$ cat config.mk
export PLATFORM = sky130hd
export DESIGN_NAME = serial_adder
export DESIGN_NICKNAME = d
export VERILOG_FILES = /design/src/rtl/serial_adder_pkg.sv /design/src/rtl/serial_adder_full_adder_cell.sv /design/src/rtl/serial_adder.sv
export SDC_FILE = /design/constraint.sdc
export NUM_CORES = 1
export LEC_CHECK = 0
export ABC_AREA = 1
export BUFFER_PORTS_ARGS = -buffer_cell sky130_fd_sc_hd__buf_2
export CORE_MARGIN = 2
export CORE_UTILIZATION = 55
export DETAILED_ROUTE_END_ITERATION = 7
export PLACE_DENSITY_LB_ADDON = 0.25
export SKIP_LAST_GASP = 1
export SYNTH_ARGS = -nofsm -noshare
export SYNTH_HDL_FRONTEND = slang
export SYNTH_SLANG_ARGS = --single-unit
$ cat constraint.sdc
create_clock -name clk -period 2.9 [get_ports clk]
set_input_delay 0.58 -clock clk [delete_from_list [all_inputs] [get_ports clk]]
set_output_delay 0.58 -clock clk [all_outputs]
set_load 0.02 [all_outputs]
$ cat src/rtl/serial_adder_pkg.sv
// Shared types and helpers for the multi-cycle serial adder.
package serial_adder_pkg;

    typedef enum logic [1:0] {
        IDLE = 2'd0,
        RUN  = 2'd1,
        DONE = 2'd2
    } state_t;

    // Width of the step counter: clog2(WIDTH/BITS_PER_CYCLE), never below one bit.
    function automatic int step_cnt_width(input int width, input int bits_per_cycle);
        int steps;
        if (bits_per_cycle < 1) begin
            return 1;
        end
        steps = width / bits_per_cycle;
        return (steps <= 1) ? 1 : $clog2(steps);
    endfunction

endpackage

$ cat src/rtl/serial_adder_full_adder_cell.sv
// One-bit combinational full adder; chained to form the per-cycle adder slice.
module full_adder_cell (
    input  logic a,
    input  logic b,
    input  logic cin,
    output logic sum,
    output logic cout
);

    assign sum  = a ^ b ^ cin;
    assign cout = (a & b) | (cin & (a ^ b));

endmodule

$ cat src/rtl/serial_adder.sv
// Multi-cycle adder: adds BITS_PER_CYCLE bits per clock through a chain of
// full-adder cells with a registered carry, behind valid/ready handshakes.
module serial_adder
    import serial_adder_pkg::*;
#(
    parameter int WIDTH          = 8,
    parameter int BITS_PER_CYCLE = 1
) (
    input  logic             clk,
    input  logic             rst_n,
    input  logic             in_valid,
    output logic             in_ready,
    input  logic [WIDTH-1:0] a,
    input  logic [WIDTH-1:0] b,
    input  logic             cin,
    output logic             out_valid,
    input  logic             out_ready,
    output logic [WIDTH-1:0] sum,
    output logic             cout,
    output logic             overflow
);

    localparam int STEPS = WIDTH / BITS_PER_CYCLE;
    localparam int CNT_W = step_cnt_width(WIDTH, BITS_PER_CYCLE);
    localparam logic [CNT_W-1:0] LAST_STEP = CNT_W'(STEPS - 1);

    // Reject parameter sets where the operand cannot be split into equal slices.
    if (WIDTH < 1 || BITS_PER_CYCLE < 1 || (WIDTH % BITS_PER_CYCLE) != 0) begin : g_param_check
        $fatal(1, "serial_adder: BITS_PER_CYCLE must divide WIDTH exactly");
    end

    state_t                state_q, state_d;
    logic [WIDTH-1:0]      a_q, a_d;
    logic [WIDTH-1:0]      b_q, b_d;
    logic [WIDTH-1:0]      sum_q, sum_d;
    logic                  carry_q, carry_d;
    logic                  ovf_q, ovf_d;
    logic [CNT_W-1:0]      cnt_q, cnt_d;

    logic [BITS_PER_CYCLE-1:0]       cell_sum;
    logic                            last_ci;
    logic                            last_co;
    logic [WIDTH+BITS_PER_CYCLE-1:0] sum_shift;

    // Carry chain: cell 0 takes the registered carry, each later cell the previous carry-out.
    for (genvar i = 0; i < BITS_PER_CYCLE; i++) begin : g_cell
        logic ci;
        logic co;
        if (i == 0) begin : g_first
            assign ci = carry_q;
        end else begin : g_next
            assign ci = g_cell[i-1].co;
        end
        full_adder_cell u_cell (
            .a    (a_q[i]),
            .b    (b_q[i]),
            .cin  (ci),
            .sum  (cell_sum[i]),
            .cout (co)
        );
    end

    assign last_ci   = g_cell[BITS_PER_CYCLE-1].ci;
    assign last_co   = g_cell[BITS_PER_CYCLE-1].co;
    // New result bits enter at the MSB end; the lowest slice falls off the bottom.
    assign sum_shift = {cell_sum, sum_q};

    // Next-state and datapath update for the IDLE/RUN/DONE sequence.
    always_comb begin
        // NOTE: every target gets a default first, so no path can infer a latch.
        state_d = state_q;
        a_d     = a_q;
        b_d     = b_q;
        sum_d   = sum_q;
        carry_d = carry_q;
        ovf_d   = ovf_q;
        cnt_d   = cnt_q;
        case (state_q)
            IDLE: begin
                if (in_valid) begin
                    a_d     = a;
                    b_d     = b;
                    carry_d = cin;
                    cnt_d   = '0;
                    state_d = RUN;
                end
            end
            RUN: begin
                a_d     = a_q >> BITS_PER_CYCLE;
                b_d     = b_q >> BITS_PER_CYCLE;
                sum_d   = sum_shift[WIDTH+BITS_PER_CYCLE-1:BITS_PER_CYCLE];
                carry_d = last_co;
                cnt_d   = cnt_q + 1'b1;
                if (cnt_q == LAST_STEP) begin
                    ovf_d   = last_ci ^ last_co;
                    state_d = DONE;
                end
            end
            DONE: begin
                if (out_ready) begin
                    state_d = IDLE;
                end
            end
            default: state_d = IDLE;
        endcase
    end

    // State and datapath registers.
    always_ff @(posedge clk or negedge rst_n) begin
        // NOTE: result and operand registers are reset too, because sum/cout/overflow must read 0 in reset.
        if (!rst_n) begin
            state_q <= IDLE;
            a_q     <= '0;
            b_q     <= '0;
            sum_q   <= '0;
            carry_q <= 1'b0;
            ovf_q   <= 1'b0;
            cnt_q   <= '0;
        end else begin
            // NOTE: non-blocking assignments so every register samples pre-edge values.
            state_q <= state_d;
            a_q     <= a_d;
            b_q     <= b_d;
            sum_q   <= sum_d;
            carry_q <= carry_d;
            ovf_q   <= ovf_d;
            cnt_q   <= cnt_d;
        end
    end

    assign in_ready  = (state_q == IDLE);
    assign out_valid = (state_q == DONE);
    assign sum       = sum_q;
    assign cout      = carry_q;
    assign overflow  = ovf_q;

endmodule

==> results of run 1 <==
[critical path, stage by stage (launching register included)]
cell and delay [ns]:
dfrtp_1 0.56, nor2_1 0.28, buf_2 0.21
[per-stage QoR]
step | total power, µW | cell area, µm² | hold WS [ns] | setup WS, ns | utilization [%]
2_1_floorplan | 1380 | 1530 | 0.284 | 1.40 | -
5_1_grt | 2080 | 1770 | 0.329 | 0.847 | 66.0
6_report | 1920 | 1770 | 0.281 | 0.943 | 66.0
4_1_cts | 1930 | 1770 | 0.294 | 0.956 | 66.0
3_3_place_gp | 1550 | 1690 | 0.466 | 1.34 | 62.7
3_5_place_dp | 1570 | 1690 | 0.465 | 1.34 | 62.7
[layout by cell type, fill, tap and decap left out, types with 2 or more instances in the layout]
cell type	n
a21oi_2	2
inv_1	35
nand3_1	17
ha_1	2
nand2_1	82
dfrtp_1	31
buf_2	32
clkbuf_4	5
o21ai_0	8
nand2_4	2
nor2_1	5
[cell type report]
cell class                      count  share of cell area (%)
Clock buffer                        6                    2.90
Tap cell                           31                    2.19
Inverter                           37                    8.12
Timing Repair Buffer               33                    9.46
Clock inverter                      2                    1.98
Sequential cell                    31                    43.8
Multi-Input combinational cell    122                    31.6
[state kept, by name (all words and copies together), names as in the netlist]
register  count
a_q           8
b_q           8
sum           8
cnt_q         3
state_q       2
cout          1
overflow      1
[where the power goes]
group | internal [µW] | switching [µW] | leakage (µW) | total (µW)
registers | 628 | 133 | 0.000385 | 761
clock network | 204 | 153 | 0.0000482 | 357
logic | 289 | 508 | 0.000636 | 797
total | 1120 | 794 | 0.00107 | 1920
[worst min-delay path by stage]
| stage | from | end | slack, ns | depth (start not counted) |
|---|---|---|---|---|
| finish | rst_n | state_q[0]$_DFFE_PN0P_ | 0.28 | 1 |
| detailed placement | overflow$_DFFE_PN0P_ | overflow$_DFFE_PN0P_ | 0.47 | 2 |
| global placement | b_q[3]$_DFFE_PN0P_ | b_q[3]$_DFFE_PN0P_ | 0.47 | 2 |
| floorplan | rst_n | a_q[0]$_DFFE_PN0P_ | 0.28 | 0 |
| global route | rst_n | b_q[2]$_DFFE_PN0P_ | 0.33 | 1 |
| CTS | rst_n | b_q[2]$_DFFE_PN0P_ | 0.29 | 1 |
[cell families after synthesis]
group,Yosys count,share of synthesized area (%)
AO/OA/AOI/OAI,11,4.27
adder cells (fa/ha/maj),3,2.95
flip-flops,31,50.9
XOR/XNOR,1,0.574
AND/OR/NAND/NOR,107,28.9
buffers and inverters,44,12.5
[metal layers]
layer	global-route usage [%]	vias to the layer above	wire (µm)
met1	26.5	564	1320
met5	0	-	0
met3	6.45	6	172
li1	-	646	-
met4	6.12	0	42
met2	30.1	38	1260
==> results_dict.tcl, run 1 <==
set metrics [dict create \
    grt_usage_pct 19.6 \
    worstPathArrival_ns 1.38 \
    cts_max_level 2 \
    start_kind "flip-flop" \
    synth.largest_area_cell "dfrtp_1" \
    cts_resized 0 \
    regArea_um2 776 \
    core_area_um2 2690 \
    cp_max_fo 13 \
    r2r_cells 3 \
    ys_async_sr_fraction_pct 100 \
    synth_area_um2 1530 \
    port_buffers 32 \
    ir_drop_mv 0.699 \
    root_buffer "clkbuf_4" \
    hpwl_um 1900 \
    ys_ff_latch 31 \
    cts_buffers 5 \
    worst-r2r-setup-slack_ns 1.35 \
    p_per_area_nw_per_um2 1080 \
    path_class "flip-flop to output pin" \
    slew_viol_final 0 \
    min_path_type "primary input to async pin" \
    final.setup.tns_ns 0 \
    crit_start "state_q[0]$_DFFE_PN0P_" \
    finalCritPeriodShare_pct 67.5 \
    grt_overflow 0 \
    grt_first_pass_wirelength_um 4820 \
    rows 19 \
    crit_path_end "in_ready" \
    drt_iter0_drc 43 \
    synth_edf_count 0 \
    die_area_um2 3210 \
    min_period_ns 1.96 \
    grt_antenna_before_repair 0 \
    cap_violations 0 \
    antennaDiodeCount 0 \
    yosys-top-cells-count "nand2_1, inv_1, dfrtp_1, nand3_1, o21ai_0" \
    ios 33 \
    slew_headroom_pct 54.6 \
    detail-route-antenna-nets 0 \
    worst_pin_slew_ns 0.680 \
    fin_worst_skew_ns 0.00716 \
    clkTransAtPathRegs_ns 0.10 \
    grt_pass1_vias 1106 \
    drive_gt1_share_pct 20.8 \
    nNetsFinal 254 \
    rr_startpoint "state_q[0]$_DFFE_PN0P_" \
    final-setup-viol-count 0 \
    via_count 1254 \
    synth_flop_cell "dfrtp_1" \
    drt_wl_total_um 2800 \
    fmax_mhz 511 \
    die_w_um 56.7 \
    syn-mean-instance-area_um2 7.74 \
    syn-num-nets 221 \
    synth.distinct_cells 18 \
    cts_hold_buf 0 \
    vias_per_cell 4.79 \
    leakage_uw 0.00107 \
    syn_to_final_growth_pct 16.2 \
    synthTopCellsByArea "dfrtp_1, nand2_1, inv_1" \
    die_h_um 56.7 \
    ctsLongestPathBuffers 2 \
    nFillCells 274 \
    synth_top_area_share_pct 50.9 \
    cts_tree "built" \
    gp_congestion 0.804 \
    hold_violations 0 \
    ys_seq_area_share_pct 50.9 \
    cp.required_ns 2.32 \
    status "finished, final reports clean" \
    wl_per_cell_um 10.7 \
    end_kind "output pin" \
    drc 0 \
    worstSkewPairLatency_ns 0.33 \
    final_cells 262 \
    grt_start_max_net_pins 32 \
    post_cts_buffers 0 \
    synth_warnings 0 \
    placed_cells 254 \
    start_util_pct 56.8 \
    r2r-end "sum[6]$_DFFE_PN0P_" \
    drt-pass1-iter-count 5 \
    cts.sinks 31 \
    syn_inst 197 \
    multi_input_area_um2 559 \
    rsz0062_at_grt "false" \
    yosysMostFrequentCell "nand2_1" \
]
(Power assumes the default switching activity.)
==> run 2, diff against run 1 <==
ABC_AREA = 0   (was 1)
CORE_UTILIZATION = 48   (was 55)
clock period = 1.79 ns   (was 2.9 ns; I/O delays follow)
==> run 2 against run 1 <==
  * Synthesized cell count down 39%
  * Sequential power grew 71%
  * Flip-flop and latch count is the same
  * Clock skew is essentially flat
  * Clock power increased by 61%
  * Non-clock buffer count grew 5
  * Count of clock-buffer cells in the layout unchanged
  * Critical path type unchanged
  * Largest power group unchanged
==> results_dict.tcl, run 2 <==
set metrics [dict create \
    status "finished, final reports clean" \
    antennaDiodeCount 0 \
    root_buffer "clkbuf_4" \
    cp_cell_sequence "buf_4 -> nor2_1 -> buf_2" \
    synthTopCellsByArea "dfrtp_1, mux2_2, o221a_2" \
    final.setup.tns_ns 0 \
    layout_commonest_cell "buf_2" \
    cp_top_family "flip-flops" \
    p_seq_share_pct 40.2 \
    vias_per_cell 5.41 \
    ys_async_sr_fraction_pct 100 \
    die_w_um 60.4 \
    ctsLongestPathBuffers 2 \
    hold_violations 0 \
    worstSkewPairLatency_ns 0.33 \
    fin_worst_skew_ns 0.00742 \
    sw_frac_of_total_pct 35.3 \
    synth_top_area_share_pct 50.7 \
    end_kind "output pin" \
    rows 20 \
    ys_seq_area_share_pct 50.7 \
    post_cts_buffers 0 \
    cts.sinks 31 \
    synth.distinct_cells 27 \
    yosysMostFrequentCell "dfrtp_1" \
    grt_overflow 0 \
    ys_ff_latch 31 \
    drt-pass1-iter-count 4 \
    wl_met2_um 1340 \
    final_cell_mix "buf_2, dfrtp_1, nor3b_1" \
    detail-route-antenna-nets 0 \
    place_area_um2 1720 \
    cap_violations 0 \
    cts_buffers 5 \
    rr_startpoint "cout$_DFFE_PN0P_" \
    port_buffers 32 \
    p_per_area_nw_per_um2 1790 \
    hpwl_um 2050 \
    slowest_delay_ns 0.51 \
    pwr-share-comb_pct 42.1 \
    drive_gt1_share_pct 43.9 \
    p_int_uw 2100 \
    final_area_um2 1810 \
    syn_inst 120 \
    cts_tree "built" \
    wl_met1_um 1290 \
    ir_drop_mv 0.686 \
    cp.required_ns 1.43 \
    ios 33 \
    clkPwrFrac_pct 17.7 \
    switchingPower_uw 1140 \
    rsz0062_at_grt "false" \
    start_util_pct 50.1 \
    grt_pass1_vias 998 \
    die_area_um2 3650 \
    core_area_um2 3050 \
    worst_pin_slew_ns 0.666 \
    wl_met3_um 179 \
    grt_antenna_before_repair 0 \
    critPathSlowestCell "dfrtp_2" \
    die_h_um 60.4 \
    grt_start_max_net_pins 32 \
    leakage_uw 0.000836 \
    clkTransAtPathRegs_ns 0.10 \
    path_class "flip-flop to output pin" \
    cp_num_buf_inv 2 \
    via_count 1076 \
    synth_flop_cell "dfrtp_1" \
    cp_max_fo 18 \
    synth_warnings 0 \
    drc 0 \
    gp_congestion 0.792 \
    grt_usage_pct 17.7 \
    maxUsedRoutingLayer "met4" \
    r2r_cells 3 \
    nNetsFinal 178 \
    wl_per_cell_um 14.3 \
    drt_wl_total_um 2850 \
    synth.largest_area_cell "dfrtp_1" \
    worstPathArrival_ns 1.31 \
    syn-num-nets 144 \
    cts_max_level 2 \
    final-setup-viol-count 0 \
    worst-r2r-setup-slack_ns 0.32 \
    min_period_ns 1.67 \
    slew_headroom_pct 55.6 \
    yosys-top-cells-count "dfrtp_1, nor3b_1" \
    synth_edf_count 0 \
    r2r-end "overflow$_DFFE_PN0P_" \
    synth_area_um2 1530 \
    grt_first_pass_wirelength_um 4590 \
    start_kind "flip-flop" \
    min_path_type "primary input to async pin" \
    syn_to_final_growth_pct 18.2 \
    slew_viol_final 0 \
    finalCritPeriodShare_pct 93.3 \
    fmax_mhz 599 \
    syn-mean-instance-area_um2 12.7 \
    drt_iter0_drc 41 \
]
==> run 2: metrics by stage <==
stage	instances	total power, µW	utilization (%)	setup slack [ns]	hold slack, ns
after floorplan	120	2340	-	0.296	0.0624
after global placement	191	2640	56.3	0.381	0.430
after detailed placement	191	2690	56.3	0.342	0.439
after CTS	199	3270	59.1	0.000297	0.0725
after global routing	199	3470	59.2	0.0334	0.0817
final	199	3240	59.2	0.120	0.0471
==> run 2: area by class of cell <==
type / instances / area [µm²]
flip-flops and latches: 31 / 778
clock inverters: 2 / 35.0
well taps: 44 / 55.1
fillers: 274 / 1250
multi-input cells: 70 / 652
inverters: 8 / 30.0
clock buffers: 6 / 51.3
repair buffers: 38 / 205
==> run 2: timing repair <==
item / in CTS / in global routing
endpoints found under the setup margin: 0 / 2
hold buffers: 0 / 0
resized for setup: 0 / 2
==> run 2: worst max-delay path by stage <==
stage,start,endpoint,cells past startpoint
CTS,state_q[1]$_DFFE_PN0P_,in_ready,3
global route,state_q[1]$_DFFE_PN0P_,in_ready,3
finish,state_q[1]$_DFFE_PN0P_,in_ready,3
floorplan,cout$_DFFE_PN0P_,overflow$_DFFE_PN0P_,3
detailed placement,cout$_DFFE_PN0P_,overflow$_DFFE_PN0P_,3
global placement,cout$_DFFE_PN0P_,overflow$_DFFE_PN0P_,3
==> run 2: cell families after synthesis <==
logic type | after synthesis | share of synthesized area [%]
simple gates | 33 | 17.9
fa+ha+maj | 3 | 2.95
xor+xnor | 1 | 0.573
mux | 10 | 7.53
compound gates | 23 | 13.7
buf+inv | 19 | 6.63
flops | 31 | 50.7
==> run 2: metal layers <==
| layer | GRT usage, % | vias to the layer above |
|---|---|---|
| li1 | - | 524 |
| met1 | 22.7 | 519 |
| met2 | 26.6 | 27 |
| met3 | 7.25 | 6 |
| met4 | 7.45 | 0 |
| met5 | 0 | - |
==> run 2: power by group through the flow <==
stage	logic, µW	clock network [µW]	registers (µW)
after floorplan	967	0	1370
after global placement	1350	0	1300
after detailed placement	1370	0	1320
after CTS	1380	583	1300
after global routing	1510	613	1350
final	1360	573	1300
